**src/rtl/word_stat_pkg.sv**
```systemverilog
// Shared types and helpers for the word_stat_counter keyword path.
// Case handling is selected in word_stat_counter via WORD_STAT_CASE_SENSITIVE_EN.
package word_stat_pkg;

    typedef enum logic [1:0] {
        ST_GAP   = 2'd0,
        ST_MATCH = 2'd1,
        ST_MISS  = 2'd2
    } state_t;

    localparam logic [7:0] ASCII_UC_A     = 8'h41;
    localparam logic [7:0] ASCII_UC_Z     = 8'h5A;
    localparam logic [7:0] ASCII_LC_A     = 8'h61;
    localparam logic [7:0] ASCII_LC_Z     = 8'h7A;
    localparam logic [7:0] CASE_FOLD_MASK = 8'hDF;

    function automatic logic is_letter(input logic [7:0] c);
        return ((c >= ASCII_UC_A) && (c <= ASCII_UC_Z)) ||
               ((c >= ASCII_LC_A) && (c <= ASCII_LC_Z));
    endfunction

    function automatic logic [7:0] fold_case(input logic [7:0] c);
        return c & CASE_FOLD_MASK;
    endfunction

endpackage

```
**src/rtl/word_stat_pat.sv**
```systemverilog
// Pattern register file: append-only write port, length/full tracking and a
// combinational read of one character at the FSM's current word position.
module word_stat_pat
    import word_stat_pkg::*;
#(
    parameter int MAX_LEN = 8,
    parameter int LEN_W   = $clog2(MAX_LEN + 1)
) (
    input  logic             clk,
    input  logic             rst_n,
    input  logic             clr,
    input  logic             we,
    input  logic [7:0]       wr_char,
    input  logic [LEN_W-1:0] rd_idx,
    output logic [7:0]       rd_char,
    output logic [LEN_W-1:0] pat_len,
    output logic             full
);

    localparam int               IDX_W   = (MAX_LEN > 1) ? $clog2(MAX_LEN) : 1;
    localparam logic [LEN_W-1:0] LEN_MAX = LEN_W'(MAX_LEN);

    logic [MAX_LEN-1:0][7:0] pat;
    logic [IDX_W-1:0]        wr_sel;
    logic [IDX_W-1:0]        rd_sel;

    assign full   = (pat_len == LEN_MAX);
    assign wr_sel = pat_len[IDX_W-1:0];
    assign rd_sel = rd_idx[IDX_W-1:0];

    // idx can sit at pat_len == MAX_LEN after a full-length prefix; read 0 there.
    assign rd_char = (rd_idx < LEN_MAX) ? pat[rd_sel] : 8'h00;

    always_ff @(posedge clk or negedge rst_n) begin
        if (!rst_n) begin
            pat     <= '0;
            pat_len <= '0;
        end else if (clr) begin
            pat_len <= '0;
        end else if (we && !full) begin
            pat[wr_sel] <= wr_char;
            pat_len     <= pat_len + 1'b1;
        end
    end

endmodule

```
**src/rtl/word_stat_counter.sv**
```systemverilog
// Streaming keyword counter: splits ASCII input into letter-run words and counts
// words equal to a programmable pattern. WORD_STAT_CASE_SENSITIVE_EN disables case folding.
module word_stat_counter
    import word_stat_pkg::*;
#(
    parameter int MAX_LEN = 8,
    parameter int CNT_W   = 8
) (
    input  logic             clk,
    input  logic             rst_n,
    input  logic             in_valid,
    input  logic [7:0]       in_char,
    input  logic             in_last,
    input  logic             cfg_clr,
    input  logic             cfg_we,
    input  logic [7:0]       cfg_char,
    output logic [CNT_W-1:0] count,
    output logic             match,
    output logic             overflow,
    output logic             cfg_full
);

    localparam int LEN_W = $clog2(MAX_LEN + 1);

    state_t           state, state_nxt;
    logic [LEN_W-1:0] idx, idx_nxt, idx_inc;
    logic [LEN_W-1:0] pat_len;
    logic [7:0]       pat_char;
    logic             letter;
    logic             char_eq;
    logic             step_ok;
    logic             hit;
    logic             sat;

    word_stat_pat #(
        .MAX_LEN (MAX_LEN),
        .LEN_W   (LEN_W)
    ) u_pat (
        .clk     (clk),
        .rst_n   (rst_n),
        .clr     (cfg_clr),
        .we      (cfg_we),
        .wr_char (cfg_char),
        .rd_idx  (idx),
        .rd_char (pat_char),
        .pat_len (pat_len),
        .full    (cfg_full)
    );

    assign letter = is_letter(in_char);

`ifdef WORD_STAT_CASE_SENSITIVE_EN
    assign char_eq = (in_char == pat_char);
`else
    assign char_eq = (fold_case(in_char) == fold_case(pat_char));
`endif

    // idx is 0 in GAP, so the same test covers the first letter and later ones.
    assign step_ok = (state != ST_MISS) && (idx < pat_len) && char_eq;
    assign idx_inc = idx + 1'b1;
    assign sat     = &count;

    always_comb begin
        state_nxt = state;
        idx_nxt   = idx;
        hit       = 1'b0;
        if (cfg_clr) begin
            state_nxt = ST_GAP;
            idx_nxt   = '0;
        end else if (cfg_we) begin
            // The pattern may change under a partial word, so that word is void.
            if (state != ST_GAP) begin
                state_nxt = ST_MISS;
                idx_nxt   = '0;
            end
        end else if (in_valid) begin
            if (letter) begin
                if (in_last) begin
                    hit       = step_ok && (idx_inc == pat_len);
                    state_nxt = ST_GAP;
                    idx_nxt   = '0;
                end else if (step_ok) begin
                    state_nxt = ST_MATCH;
                    idx_nxt   = idx_inc;
                end else begin
                    state_nxt = ST_MISS;
                    idx_nxt   = '0;
                end
            end else begin
                hit       = (state == ST_MATCH) && (idx == pat_len);
                state_nxt = ST_GAP;
                idx_nxt   = '0;
            end
        end
    end

    always_ff @(posedge clk or negedge rst_n) begin
        if (!rst_n) begin
            state <= ST_GAP;
            idx   <= '0;
        end else begin
            state <= state_nxt;
            idx   <= idx_nxt;
        end
    end

    // Pulse only on a real increment; a saturated hit just flags overflow.
    always_ff @(posedge clk or negedge rst_n) begin
        if (!rst_n) begin
            count    <= '0;
            match    <= 1'b0;
            overflow <= 1'b0;
        end else begin
            match <= hit && !sat;
            if (hit) begin
                if (sat) overflow <= 1'b1;
                else     count    <= count + 1'b1;
            end
        end
    end

endmodule

```
**config.mk**
```make
export PLATFORM = sky130hd
export DESIGN_NAME = word_stat_counter
export DESIGN_NICKNAME = d
export VERILOG_FILES = /design/src/rtl/word_stat_pkg.sv /design/src/rtl/word_stat_pat.sv /design/src/rtl/word_stat_counter.sv
export SDC_FILE = /design/constraint.sdc
export NUM_CORES = 1
export LEC_CHECK = 0
export CAP_MARGIN = 20
export CORE_UTILIZATION = 39
export CTS_CLUSTER_DIAMETER = 30
export DETAILED_ROUTE_END_ITERATION = 12
export HOLD_SLACK_MARGIN = 0.05
export PLACE_DENSITY = 0.55
export RECOVER_POWER = 50
export SYNTH_ARGS = -nofsm -noshare
export SYNTH_HDL_FRONTEND = slang
export SYNTH_SLANG_ARGS = --single-unit
```
**constraint.sdc**
```tcl
create_clock -name clk -period 8.4 [get_ports clk]
set_clock_uncertainty 0.15 [all_clocks]
set_input_delay 1.68 -clock clk [delete_from_list [all_inputs] [get_ports clk]]
set_output_delay 1.68 -clock clk [all_outputs]
set_load 0.03 [all_outputs]
```
# Word-level counts from Yosys, hierarchy flattened

Cells that the tools add are included.

Add/subtract/negate cells: 3
$mul: 0
Divide/modulo/power cells: 0
$lt $le $gt $ge: 9
Equality and inequality tests: 7
Shifts and indexed selects: 0
Muxes and demuxes: 27
Bitwise operators: 2
Reductions and logical operators: 20

Operators by type and width:

| cell                                                                                 | count |
|---|---|
| 64-bit bitwise mux                                                                   | 1 |
| 4-bit 2-to-1 mux                                                                     | 9 |
| 8-bit binary-select mux with 3-bit select                                            | 1 |
| 8-bit demux with 3-bit select                                                        | 1 |
| 8-bit 2-to-1 mux                                                                     | 3 |
| 8-bit by 7-bit greater-or-equal comparator with 1-bit output (second input constant) | 2 |
| 8-bit by 7-bit <= comparator with 1-bit output (second input constant)               | 2 |
| 2-bit 2-to-1 mux                                                                     | 7 |
| 1-bit logical AND                                                                    | 9 |
| 9-bit AND reduction                                                                  | 1 |
| 4-bit by 1-bit adder with 4-bit output (second input constant)                       | 2 |
| 8-bit by 1-bit adder with 8-bit output (second input constant)                       | 1 |
| 4-bit == test                                                                        | 2 |
| 3-bit by 4-bit less-than comparator with 1-bit output (second input constant)        | 2 |
| 8-bit AND reduction                                                                  | 1 |
| 7-bit == test                                                                        | 1 |
| 2-bit AND reduction                                                                  | 3 |
| 1-bit 2-to-1 mux                                                                     | 5 |
| 4-bit == test (second input constant)                                                | 1 |
| 4-bit less-than comparator                                                           | 1 |
| 4-bit less-than comparator (second input constant)                                   | 1 |
| 2-bit nonzero test                                                                   | 2 |
| 3-bit by 1-bit greater-or-equal comparator with 1-bit output (second input constant) | 1 |
| 3-bit by 2-bit inequality test with 1-bit output (second input constant)             | 1 |
| other kinds (6)                                                                      | 8 |

Flip-flop bits (word level): 84
Latch bits: 0
Bits in writable memories: 0
Memory bits (read-only): 0
Input bits: 22
Output and inout port bits: 11
Logic and storage cells: 82
Memories kept: 0

# Longest topological paths before layout

Depth after elaboration: 12
Depth in mapped cells: 11
Mapped depth without buffers: 10

# Hierarchy

Synthesis repeated with hierarchy kept, for this count alone.

Cell total of the unflattened synthesis: 320
Area, all modules: 4302.9 um^2

By module, submodules not included:

| module            | times used | cells each | area each (um^2) | sequential area each (um^2) |
|---|---|---|---|---|
| word_stat_pat     | 1          | 208        | 3230.6           | 1701.6 |
| word_stat_counter | 1          | 112        | 1072.3           | 400.4 |

# Worst setup path before layout

Ideal clock, no wire load.

Kind: in2reg
Start point: in in_char[7]
End point: reg count[7]
Setup time: 0.128 ns
Arrival time: 3.555 ns
Data required time: 8.122 ns
Setup slack: 4.567 ns
Cell stages on the path: 8
Buffers on the path: 0
Cell sequence: nand2b_1 a21oi_1 o21ai_0 or3_1 or3_1 o32ai_2 nand4_1 mux2_1

Cells in the longest elaborated chain, start to end: 9
Elaborated cells on any way between the ends: 16
Classes of those cells: order compare: 4; eq/ne: 1; mux: 5; reduce/logical: 6

RTL lines:

| item                                                                                                                 | line                     | RTL |
|---|---|---|
| start, declared                                                                                                      | word_stat_counter.sv:12  | `input logic [7:0] in_char,` |
| parallel branches: the longest is 4 deep, another holds 8-bit by 7-bit greater-or-equal comparator with 1-bit output | -                        |  |
| 1-bit 2-to-1 mux (*)                                                                                                 | word_stat_counter.sv:77  | `if (letter) begin` |
| 1-bit 2-to-1 mux (*)                                                                                                 | word_stat_counter.sv:76  | `end else if (in_valid) begin` |
| 1-bit 2-to-1 mux (*)                                                                                                 | word_stat_counter.sv:70  | `end else if (cfg_we) begin` |
| 1-bit 2-to-1 mux (*)                                                                                                 | word_stat_counter.sv:67  | `if (cfg_clr) begin` |
| 2-bit AND reduction (no line) (*)                                                                                    | -                        |  |
| end signal, assigned                                                                                                 | word_stat_counter.sv:117 | `else count <= count + 1'b1;` |
| end, declared                                                                                                        | word_stat_counter.sv:17  | `output logic [CNT_W-1:0] count,` |

Mark *: on every way between the ends.
A chain may end at the register's enable or synchronous reset.

==> flow_summary.json <==
{
  "root_buffer": "clkbuf_8",
  "drtAntennaViolNets": 0,
  "cts_buffers": 9,
  "cp.required_ns": 7.75,
  "startpoint": "rst_n",
  "grt.met2_usage_pct": 31.3,
  "drive_above_1_share_pct": 24.9,
  "cp_cell_sequence": "clkbuf_1",
  "die_h_um": 103,
  "violations": "max-capacitance violations, max-slew violations",
  "setup_viol": 0,
  "drv_slew": 77,
  "syn_nets": 363,
  "ys_seq_elements": 76,
  "synth_flop_cell": "dfrtp_1",
  "slew_headroom_pct": -171,
  "r2r-start": "idx[0]$_DFFE_PN0P_",
  "drtIter0Drc": 105,
  "grt_pass1_vias": 2675,
  "vias": 2660,
  "start_util_pct": 40.6,
  "crit_path_start_kind": "primary input",
  "post_cts_buffers": 0,
  "setup.worst_path.class": "in2async",
  "endpoint_kind": "async pin",
  "async_flop_share_pct": 100,
  "use_met3_pct": 3.80,
  "crit_end": "u_pat.pat[1]$_DFFE_PN0P_",
  "ys_seq_area_share_pct": 47.7,
  "placed_cells": 486,
  "drtPass1Iterations": 4,
  "cts_tree": "yes",
  "via_per_inst": 5.30,
  "layout.nets": 394,
  "synth_top_cell_by_area": "dfrtp_1",
  "ir_worst_vdd_mv": 0.106,
  "grt_pass1_wl_um": 14500,
  "antenna_found_initial": 0,
  "final.min_clock_period_ns": 5.21,
  "synthesis.area_mm2": 0.00399,
  "path_buf_inv": 1,
  "worstRegToRegCells": 8,
  "final.setup.tns_ns": 0,
  "rrSetupSlack_ns": 4.74,
  "critPathSlowestCell": "clkbuf_1",
  "syn_to_final_growth_pct": 16.2,
  "core_mm2": 0.00982,
  "busiest_layer": "met2",
  "dp.final_hpwl_um": 6030,
  "clock_latency_ns": 0.35,
  "ios": 33,
  "slowest_delay_ns": 2.80,
  "ys_types": 51,
  "grt_util_all_layers_pct": 18.8,
  "clk_pin_slew_ns": 0.08,
  "r2r-end": "count[1]$_DFFE_PN0P_",
  "cp_top_family": "buffers and inverters",
  "antennaDiodeCount": 0,
  "drcViolationCount": 0,
  "finalNonFillerCells": 502,
  "place.gp.congestion": 0.785,
  "synth_common_cells": "dfrtp_1 (76), mux2_2 (57), nand2_1 (17)",
  "finalHoldViolCount": 0,
  "port_buffers": 30,
  "design.die.area_mm2": 0.0106,
  "post-synth-top-count-cell": "dfrtp_1",
  "path_max_fanout": 76,
  "gr-total-overflow": 0,
  "clock_sinks": 76,
  "syn_inst": 333,
  "pwr_density_cell_mw_per_mm2": 193,
  "die_w_um": 103,
  "crit_arrival_ns": 4.56,
  "cp.depth": 1,
  "fillers": 961,
  "max-clock-path-buffers": 2,
  "cts_hold_buf": 0,
  "synth.area.top_cells": "dfrtp_1 (48%), mux2_2 (16%), mux4_2 (4.0%)",
  "routed_wl_um": 9010,
  "status": "complete, but fails checks",
  "syn_area_per_cell_um2": 12.0,
  "grt_start_max_net_pins": 77,
  "synth_edf_count": 0,
  "ctsResizeCount": 0,
  "min_period_over_period_pct": 62.0,
  "max_cap_violations": 1,
  "yosysWarnings": 0,
  "cts_max_level": 3,
  "globalRouteMet1Util_pct": 25.3,
  "hold_class": "reg2reg",
  "synth_top_cell_area_share_pct": 47.7,
  "max_freq_ghz": 0.192,
  "routedWlPerCell_um": 18.0,
  "rsz0062_at_grt": "false",
  "core.rowCount": 36,
  "power.static_leakage_nw": 2.00,
  "worst_pin_slew_ns": 4.06
}
==> worst min-delay path by stage <==
stage                     slack [ns]                         to                       from  cells past startpoint
after floorplan                 0.32  u_pat.pat[10]$_DFFE_PN0P_  u_pat.pat[10]$_DFFE_PN0P_                      1
after global placement          0.31       overflow$_DFFE_PN0P_       overflow$_DFFE_PN0P_                      1
after detailed placement        0.31       overflow$_DFFE_PN0P_       overflow$_DFFE_PN0P_                      1
after CTS                       0.33       overflow$_DFFE_PN0P_       overflow$_DFFE_PN0P_                      1
after global routing            0.36       overflow$_DFFE_PN0P_       overflow$_DFFE_PN0P_                      1
final                           0.32       overflow$_DFFE_PN0P_       overflow$_DFFE_PN0P_                      1
==> per-stage QoR <==
step                area, um^2  util [%]  setup slack, ns  hold WS, ns  total power [mW]
floorplan                 3990         -             4.57        0.320             0.541
global placement          4410      44.9             3.79        0.312             0.583
detailed placement        4410      44.9             3.77        0.311             0.589
CTS                       4640      47.2             4.14        0.334             0.908
global route              4630      47.2             2.31        0.358             0.941
finish                    4630      47.2             3.19        0.324             0.893
==> logic make-up after synthesis <==
group | Yosys count | synth area share (%)
AOI/OAI and AO/OA | 35 | 6.15
xor gates and xnor gates | 14 | 3.08
adders and majority gates | 8 | 2.51
buffers and inverters | 26 | 2.83
DFF | 76 | 47.7
muxes | 79 | 24.3
and+or+nand+nor | 95 | 13.4
==> flip-flops by register name, summed over array words and instances, names as in the netlist <==
signal,flops
u_pat.pat,56
overflow,1
match,1
u_pat.pat_len,4
state,2
count,8
idx,4
==> cell usage in the layout (no fill, tap or decap), types with 3 or more instances in the layout <==
cell,n
mux2i_1,12
nand2_1,17
a21oi_1,12
clkbuf_8,9
nand3_1,9
inv_1,13
nand4_1,6
or2_2,3
o21ai_0,7
and3_1,4
ha_1,8
and2_1,3
nor2_1,16
or3_1,3
dfrtp_1,76
mux2_2,57
buf_4,3
nor3_1,4
nand2b_1,5
nor2b_1,4
mux4_2,7
xor2_1,3
clkdlybuf4s50_1,27
a31oi_1,3
nor4_1,4
xnor2_1,11
and4_1,3
==> routing by layer <==
metal / vias to the layer above / routed length, um
li1: 1272 / -
met1: 1339 / 4230
met2: 45 / 4440
met3: 4 / 298
met4: 0 / 48
met5: - / 0
==> cell type report <==
type / instances / area (um^2) / share of cell area (%)
multi-input combinational: 231 / 1980 / 42.7
sequential: 76 / 1900 / 41.1
timing repair buffer: 33 / 317 / 6.83
tap: 133 / 166 / 3.59
clock buffer: 10 / 128 / 2.76
clock inverter: 6 / 95.1 / 2.05
inverter: 13 / 48.8 / 1.05
==> worst reg2reg max path, delay by kind of cell (launching register included) <==
family | cells | cell delay [ns]
AOI/OAI and AO/OA | 2 | 0.61
DFF | 1 | 0.86
muxes | 2 | 0.94
and+or+nand+nor | 4 | 0.99
==> where the power goes <==
group,switching (mW),internal (mW)
combinational,0.0587,0.0802
clock,0.142,0.171
sequential,0.0260,0.416
(Power assumes the default switching activity.)
